File: src/rtl/display_pkg.sv
// Shared constants, converter state type and helpers for the multiplexed 7-segment driver.
package display_pkg;

  // Active-low segment patterns, bit order gfedcba
  localparam logic [6:0] SEG_0    = 7'b1000000;
  localparam logic [6:0] SEG_1    = 7'b1111001;
  localparam logic [6:0] SEG_2    = 7'b0100100;
  localparam logic [6:0] SEG_3    = 7'b0110000;
  localparam logic [6:0] SEG_4    = 7'b0011001;
  localparam logic [6:0] SEG_5    = 7'b0010010;
  localparam logic [6:0] SEG_6    = 7'b0000010;
  localparam logic [6:0] SEG_7    = 7'b1111000;
  localparam logic [6:0] SEG_8    = 7'b0000000;
  localparam logic [6:0] SEG_9    = 7'b0011000;
  localparam logic [6:0] SEG_DASH = 7'b0111111;
  localparam logic [6:0] SEG_OFF  = 7'b1111111;

  // 32 bits holds 10^8, the largest limit needed
  localparam int unsigned POW10_W = 32;

  typedef enum logic [1:0] {
    ST_IDLE  = 2'd0,
    ST_SHIFT = 2'd1,
    ST_LATCH = 2'd2
  } conv_state_e;

  function automatic logic [POW10_W-1:0] pow10(input int unsigned n);
    logic [POW10_W-1:0] r;
    r = POW10_W'(1);
    for (int unsigned i = 0; i < n; i++) begin
      r = r * POW10_W'(10);
    end
    return r;
  endfunction

endpackage

File: src/rtl/bcd_a_7seg.sv
// Combinational BCD nibble to active-low 7-segment decoder; non-decimal codes show a dash.
module bcd_a_7seg
  import display_pkg::*;
(
  input  logic [3:0] bcd_i,
  output logic [6:0] seg_o
);

  always_comb begin
    seg_o = SEG_DASH;
    unique case (bcd_i)
      4'd0:    seg_o = SEG_0;
      4'd1:    seg_o = SEG_1;
      4'd2:    seg_o = SEG_2;
      4'd3:    seg_o = SEG_3;
      4'd4:    seg_o = SEG_4;
      4'd5:    seg_o = SEG_5;
      4'd6:    seg_o = SEG_6;
      4'd7:    seg_o = SEG_7;
      4'd8:    seg_o = SEG_8;
      4'd9:    seg_o = SEG_9;
      default: seg_o = SEG_DASH;
    endcase
  end

endmodule

File: src/rtl/display_multiplex.sv
// Binary-to-BCD (double dabble) converter feeding a time-multiplexed common-anode display.
// Optional macro BLANK_LEADING_ZEROS_EN blanks leading zero digits above the units digit.
module display_multiplex
  import display_pkg::*;
#(
  parameter int unsigned DIGITS   = 4,
  parameter int unsigned WIDTH    = 14,
  parameter int unsigned SCAN_DIV = 50000
) (
  input  logic              clk,
  input  logic              rst,
  input  logic [WIDTH-1:0]  valor,
  input  logic              cargar,
  output logic              ocupado,
  output logic              listo,
  output logic              desborde,
  output logic [6:0]        segmentos,
  output logic [DIGITS-1:0] anodos
);

  localparam int unsigned BCD_W = DIGITS * 4;
  localparam int unsigned CNT_W = $clog2(WIDTH + 1);
  localparam int unsigned PRE_W = (SCAN_DIV > 1) ? $clog2(SCAN_DIV) : 1;
  localparam int unsigned IDX_W = (DIGITS > 1) ? $clog2(DIGITS) : 1;
  localparam logic [POW10_W-1:0] LIMIT = pow10(DIGITS);

  conv_state_e              state_q, state_d;
  logic [WIDTH-1:0]         bin_q, bin_d;
  logic [WIDTH-1:0]         cap_q, cap_d;
  logic [BCD_W-1:0]         bcd_q, bcd_d;
  logic [BCD_W-1:0]         bcd_adj;
  logic [CNT_W-1:0]         iter_q, iter_d;
  logic [DIGITS-1:0][3:0]   disp_q, disp_d;
  logic                     desborde_q, desborde_d;
  logic                     listo_q, listo_d;
  logic                     ocupado_q, ocupado_d;

  logic [PRE_W-1:0]         presc_q, presc_d;
  logic [IDX_W-1:0]         idx_q, idx_d;
  logic [6:0]               seg_q, seg_d;
  logic [DIGITS-1:0]        an_q, an_d;
  logic [3:0]               nibble_c;
  logic [6:0]               dec_seg_c;
  logic                     blank_c;

  // Converter: capture, WIDTH add-3/shift steps, then publish to the display register
  always_comb begin
    state_d    = state_q;
    bin_d      = bin_q;
    cap_d      = cap_q;
    bcd_d      = bcd_q;
    iter_d     = iter_q;
    disp_d     = disp_q;
    desborde_d = desborde_q;
    listo_d    = 1'b0;
    bcd_adj    = bcd_q;
    for (int unsigned i = 0; i < DIGITS; i++) begin
      if (bcd_q[i*4 +: 4] >= 4'd5) begin
        bcd_adj[i*4 +: 4] = bcd_q[i*4 +: 4] + 4'd3;
      end
    end
    unique case (state_q)
      ST_IDLE: begin
        if (cargar) begin
          bin_d   = valor;
          cap_d   = valor;
          bcd_d   = '0;
          iter_d  = '0;
          state_d = ST_SHIFT;
        end
      end
      ST_SHIFT: begin
        bcd_d  = (bcd_adj << 1) | BCD_W'(bin_q[WIDTH-1]);
        bin_d  = bin_q << 1;
        iter_d = iter_q + CNT_W'(1);
        if (iter_q == CNT_W'(WIDTH - 1)) begin
          state_d = ST_LATCH;
        end
      end
      ST_LATCH: begin
        disp_d     = bcd_q;
        desborde_d = (POW10_W'(cap_q) >= LIMIT);
        listo_d    = 1'b1;
        state_d    = ST_IDLE;
      end
      default: state_d = ST_IDLE;
    endcase
    ocupado_d = (state_d != ST_IDLE);
  end

  assign nibble_c = disp_q[idx_q];

  bcd_a_7seg u_dec (
    .bcd_i (nibble_c),
    .seg_o (dec_seg_c)
  );

`ifdef BLANK_LEADING_ZEROS_EN
  logic [DIGITS-1:0] lead_zero;

  // lead_zero[i]: digits i..DIGITS-1 are all zero
  always_comb begin
    lead_zero = '0;
    lead_zero[DIGITS-1] = (disp_q[DIGITS-1] == 4'd0);
    for (int i = int'(DIGITS) - 2; i >= 0; i--) begin
      lead_zero[i] = lead_zero[i+1] && (disp_q[i] == 4'd0);
    end
    blank_c = (idx_q != '0) && lead_zero[idx_q];
  end
`else
  assign blank_c = 1'b0;
`endif

  // Scan: prescaler, digit index and the registered segment/anode pair
  always_comb begin
    presc_d = presc_q + PRE_W'(1);
    idx_d   = idx_q;
    if (presc_q == PRE_W'(SCAN_DIV - 1)) begin
      presc_d = '0;
      idx_d   = (idx_q == IDX_W'(DIGITS - 1)) ? '0 : idx_q + IDX_W'(1);
    end
    if (desborde_q) begin
      seg_d = SEG_DASH;
    end else if (blank_c) begin
      seg_d = SEG_OFF;
    end else begin
      seg_d = dec_seg_c;
    end
    an_d = ~(DIGITS'(1) << idx_q);
  end

  always_ff @(posedge clk) begin
    if (rst) begin
      state_q    <= ST_IDLE;
      bin_q      <= '0;
      cap_q      <= '0;
      bcd_q      <= '0;
      iter_q     <= '0;
      disp_q     <= '0;
      desborde_q <= 1'b0;
      listo_q    <= 1'b0;
      ocupado_q  <= 1'b0;
      presc_q    <= '0;
      idx_q      <= '0;
      seg_q      <= SEG_0;
      an_q       <= ~DIGITS'(1);
    end else begin
      state_q    <= state_d;
      bin_q      <= bin_d;
      cap_q      <= cap_d;
      bcd_q      <= bcd_d;
      iter_q     <= iter_d;
      disp_q     <= disp_d;
      desborde_q <= desborde_d;
      listo_q    <= listo_d;
      ocupado_q  <= ocupado_d;
      presc_q    <= presc_d;
      idx_q      <= idx_d;
      seg_q      <= seg_d;
      an_q       <= an_d;
    end
  end

  assign ocupado   = ocupado_q;
  assign listo     = listo_q;
  assign desborde  = desborde_q;
  assign segmentos = seg_q;
  assign anodos    = an_q;

endmodule
File: config.mk
export PLATFORM = sky130hd
export DESIGN_NAME = display_multiplex
export DESIGN_NICKNAME = d
export VERILOG_FILES = /design/src/rtl/display_pkg.sv /design/src/rtl/bcd_a_7seg.sv /design/src/rtl/display_multiplex.sv
export SDC_FILE = /design/constraint.sdc
export NUM_CORES = 1
export LEC_CHECK = 0
export CAP_MARGIN = 20
export CORE_MARGIN = 2
export CORE_UTILIZATION = 60
export CTS_BUF_LIST = sky130_fd_sc_hd__clkbuf_16
export DETAILED_ROUTE_END_ITERATION = 16
export PLACE_DENSITY = 0.78
export REMOVE_ABC_BUFFERS = 1
export SKIP_CTS_REPAIR_TIMING = 1
export SYNTH_ARGS = -nofsm -noshare
export SYNTH_HDL_FRONTEND = slang
export SYNTH_SLANG_ARGS = --single-unit
File: constraint.sdc
create_clock -name clk -period 4.45 [get_ports clk]
set_input_delay 0.89 -clock clk [delete_from_list [all_inputs] [get_ports clk]]
set_output_delay 0.89 -clock clk [all_outputs]
set_load 0.02 [all_outputs]
==> flow_summary.yaml <==
worst_setup_path:
  required_ns: 4.70
  arrival_ns: 2.78
  crit_type: "input pin to register"
  r2r-end: "segmentos[1]$_SDFF_PP0_"
  cp-end-kind: "register"
  r2r-start: "idx_q[0]$_SDFFE_PP0N_"
  rrSetupSlack_ns: 2.21
  cp-start-kind: "input pin"
  path_max_fanout: 16
  worstRegToRegCells: 6
timing:
  period_needed_ns: 2.53
  maxSlewViolCount: 0
  worst_pin_slew_ns: 0.937
  clock_skew_ns: 0.00686
  setup_tns_ns: 0
  layout_setup_ws_ns: 1.92
  rsz0062_at_grt: "no"
  max_freq_mhz: 395
  fin_crit_sh_pct: 56.8
  slew_headroom_pct: 37.4
  setup_violations: 0
  hold_violations: 0
synthesis:
  synth_top_cell_area_share_pct: 44.6
  synth_ff_type: "dfxtp_1"
  synthTopCellsByArea: "dfxtp_1, nor2_1, a21oi_1"
  syn_avg_cell_area_um2: 8.24
  yosysMostFrequentCell: "dfxtp_1"
  synth_largest_area_cell: "dfxtp_1"
  synth_edf_count: 0
  synth_area_mm2: 0.00422
  async_flop_share_pct: 0
  synth_seq_cells: 94
  yosysWarnings: 0
  seq_area_frac_synth_pct: 44.6
  syn_inst: 512
  ys_types: 41
  synth_common_cells: "dfxtp_1, nor2_1, nand2_1"
worst_hold_path:
  min-delay-start: "cap_q[11]$_SDFFE_PP0P_"
  holdPathStages: 2
  hp-class: "register to register"
  min_to: "cap_q[11]$_SDFFE_PP0P_"
global_route:
  grt-ovfl-total: 0
  antenna_found_initial: 0
  grt_pass1_wl_mm: 13.8
  grt_pass1_vias: 3050
  grt_max_degree: 50
  track_usage_pct: 22.7
layout:
  regArea_mm2: 0.00188
  multi_input_comb_area_mm2: 0.00213
  drive_gt1_share_pct: 4.70
  nNetsFinal: 565
  design_area_mm2: 0.00483
  syn2layout_area_growth_pct: 14.6
  fin_util_pct: 71.1
  diodes: 0
  fillers: 542
  layout.cells.non_filler: 628
power:
  peakVddDrop_uv: 251
  leakagePower_nw: 1.85
  p_per_area_mw_per_mm2: 371
job:
  max-cap-violations: 0
die:
  ios: 31
  start_util_pct: 62.1
  dieArea_mm2: 0.00771
  std_cell_rows: 30
  die_y_um: 87.8
  die_w_um: 87.8
  core_mm2: 0.00679
cts:
  cts_num_sinks: 94
  h-tree-depth: 3
  clk-insertion-delay-late_ns: 0.34
  cts_tree: "done"
  clk_pin_slew_ns: 0.06
  numCtsBuffers: 9
  cts-root-buf: "clkbuf_16"
  cts_max_path_buffers: 2
drt:
  drt_pass1_iterations: 4
  wl_per_cell_um: 13.4
  vias_per_cell: 5.39
  drt_wl_total_mm: 8.44
  drc: 0
  postRouteAntennaNets: 0
  vias: 3387
  drt_iter0_drc: 191
place:
  dp.cells: 611
  place_worst_setup_slack_ns: 1.58
  port_buffers: 30
  place_area_mm2: 0.00451
  place_congestion: 0.779
  dp_hpwl_mm: 5.66
status:
  status: "finished clean"
cell type report:
| cell class | instances | area share (%) |
|---|---|---|
| Sequential cell | 94 | 38.9 |
| Tap cell | 96 | 2.49 |
| Clock inverter | 7 | 1.86 |
| Inverter | 17 | 1.32 |
| Timing Repair Buffer | 33 | 6.58 |
| Clock buffer | 9 | 4.66 |
| Multi-Input combinational cell | 372 | 44.2 |
layer usage:
layer | global-route usage [%] | wire length [um] | up-vias
met5 | 0 | 0 | -
met4 | 7.69 | 65 | 0
met3 | 5.18 | 351 | 7
met2 | 36.0 | 3990 | 63
met1 | 30.9 | 4030 | 1583
li1 | - | - | 1734
power by group:
part	switching [mW]	internal [mW]
Combinational	0.0615	0.0436
Clock	0.317	0.489
Sequential	0.0173	0.863
cell usage in the layout (no fill, tap or decap), types with 2 or more instances in the layout:
cell / synthesis / final
ha_1: 21 / 21
mux4_1: 2 / 2
nand2_1: 75 / 75
nand3_1: 12 / 12
a21oi_1: 59 / 59
clkbuf_16: 0 / 9
a22oi_1: 6 / 6
nor2b_1: 16 / 16
clkdlybuf4s50_1: 0 / 29
and3_1: 3 / 3
and4_1: 2 / 2
nor3_1: 20 / 20
nand2b_1: 11 / 11
xnor2_1: 12 / 12
nand4_1: 5 / 5
clkinv_2: 0 / 2
mux4_2: 2 / 2
inv_1: 16 / 17
a32oi_1: 3 / 3
xor2_1: 9 / 9
a41o_1: 2 / 2
mux2i_1: 2 / 2
buf_4: 0 / 3
o21ai_0: 9 / 9
a21o_1: 5 / 5
and2_1: 2 / 2
dfxtp_1: 94 / 94
bufinv_16: 0 / 2
o211ai_1: 3 / 3
nor2_1: 80 / 80
logic make-up (layout without fill, tap and decap cells):
group | count (synthesis) | count (layout) | synth area share, %
AND/OR/NAND/NOR | 233 | 233 | 24.7
flip-flops | 94 | 94 | 44.6
AO/OA/AOI/OAI | 91 | 91 | 12.5
buffers and inverters | 46 | 66 | 4.75
adder cells (fa/ha/maj) | 21 | 21 | 6.23
XOR/XNOR | 21 | 21 | 4.36
multiplexers | 6 | 6 | 2.79
registers in the layout, summed over array words and instances (netlist names), 4 cells and up:
name,cells
segmentos,7
bin_q,14
bcd_q,16
disp_q,16
cap_q,10
presc_q,16
iter_q,4
anodos,4
through the flow:
| stage | hold WS, ns | power [mW] |
|---|---|---|
| 2_1_floorplan | 0.425 | 0.954 |
| 3_3_place_gp | 0.440 | 0.998 |
| 3_5_place_dp | 0.447 | 1.00 |
| 4_1_cts | 0.455 | 1.80 |
| 5_1_grt | 0.479 | 1.85 |
| 6_report | 0.457 | 1.79 |
worst max-delay path, cell delays in order:
cell	delay, ns
clkdlybuf4s50_1	0.81
nor2_1	0.10
nor2_1	0.69
nor2_1	0.09
nor3_1	0.19
how the worst max path moves through the flow:
stage	endpoint	slack, ns	cells past startpoint	from
6_report	bin_q[11]$_SDFFE_PP0P_	1.92	5	cargar
5_1_grt	bin_q[12]$_SDFFE_PP0P_	1.75	5	cargar
4_1_cts	bin_q[11]$_SDFFE_PP0P_	1.95	5	cargar
2_1_floorplan	iter_q[3]$_SDFFE_PP0P_	2.45	5	state_q[0]$_SDFF_PP0_
3_3_place_gp	bin_q[1]$_SDFFE_PP0P_	1.72	5	cargar
3_5_place_dp	bin_q[11]$_SDFFE_PP0P_	1.58	5	cargar
No activity file was read; power rests on OpenSTA's default activity.
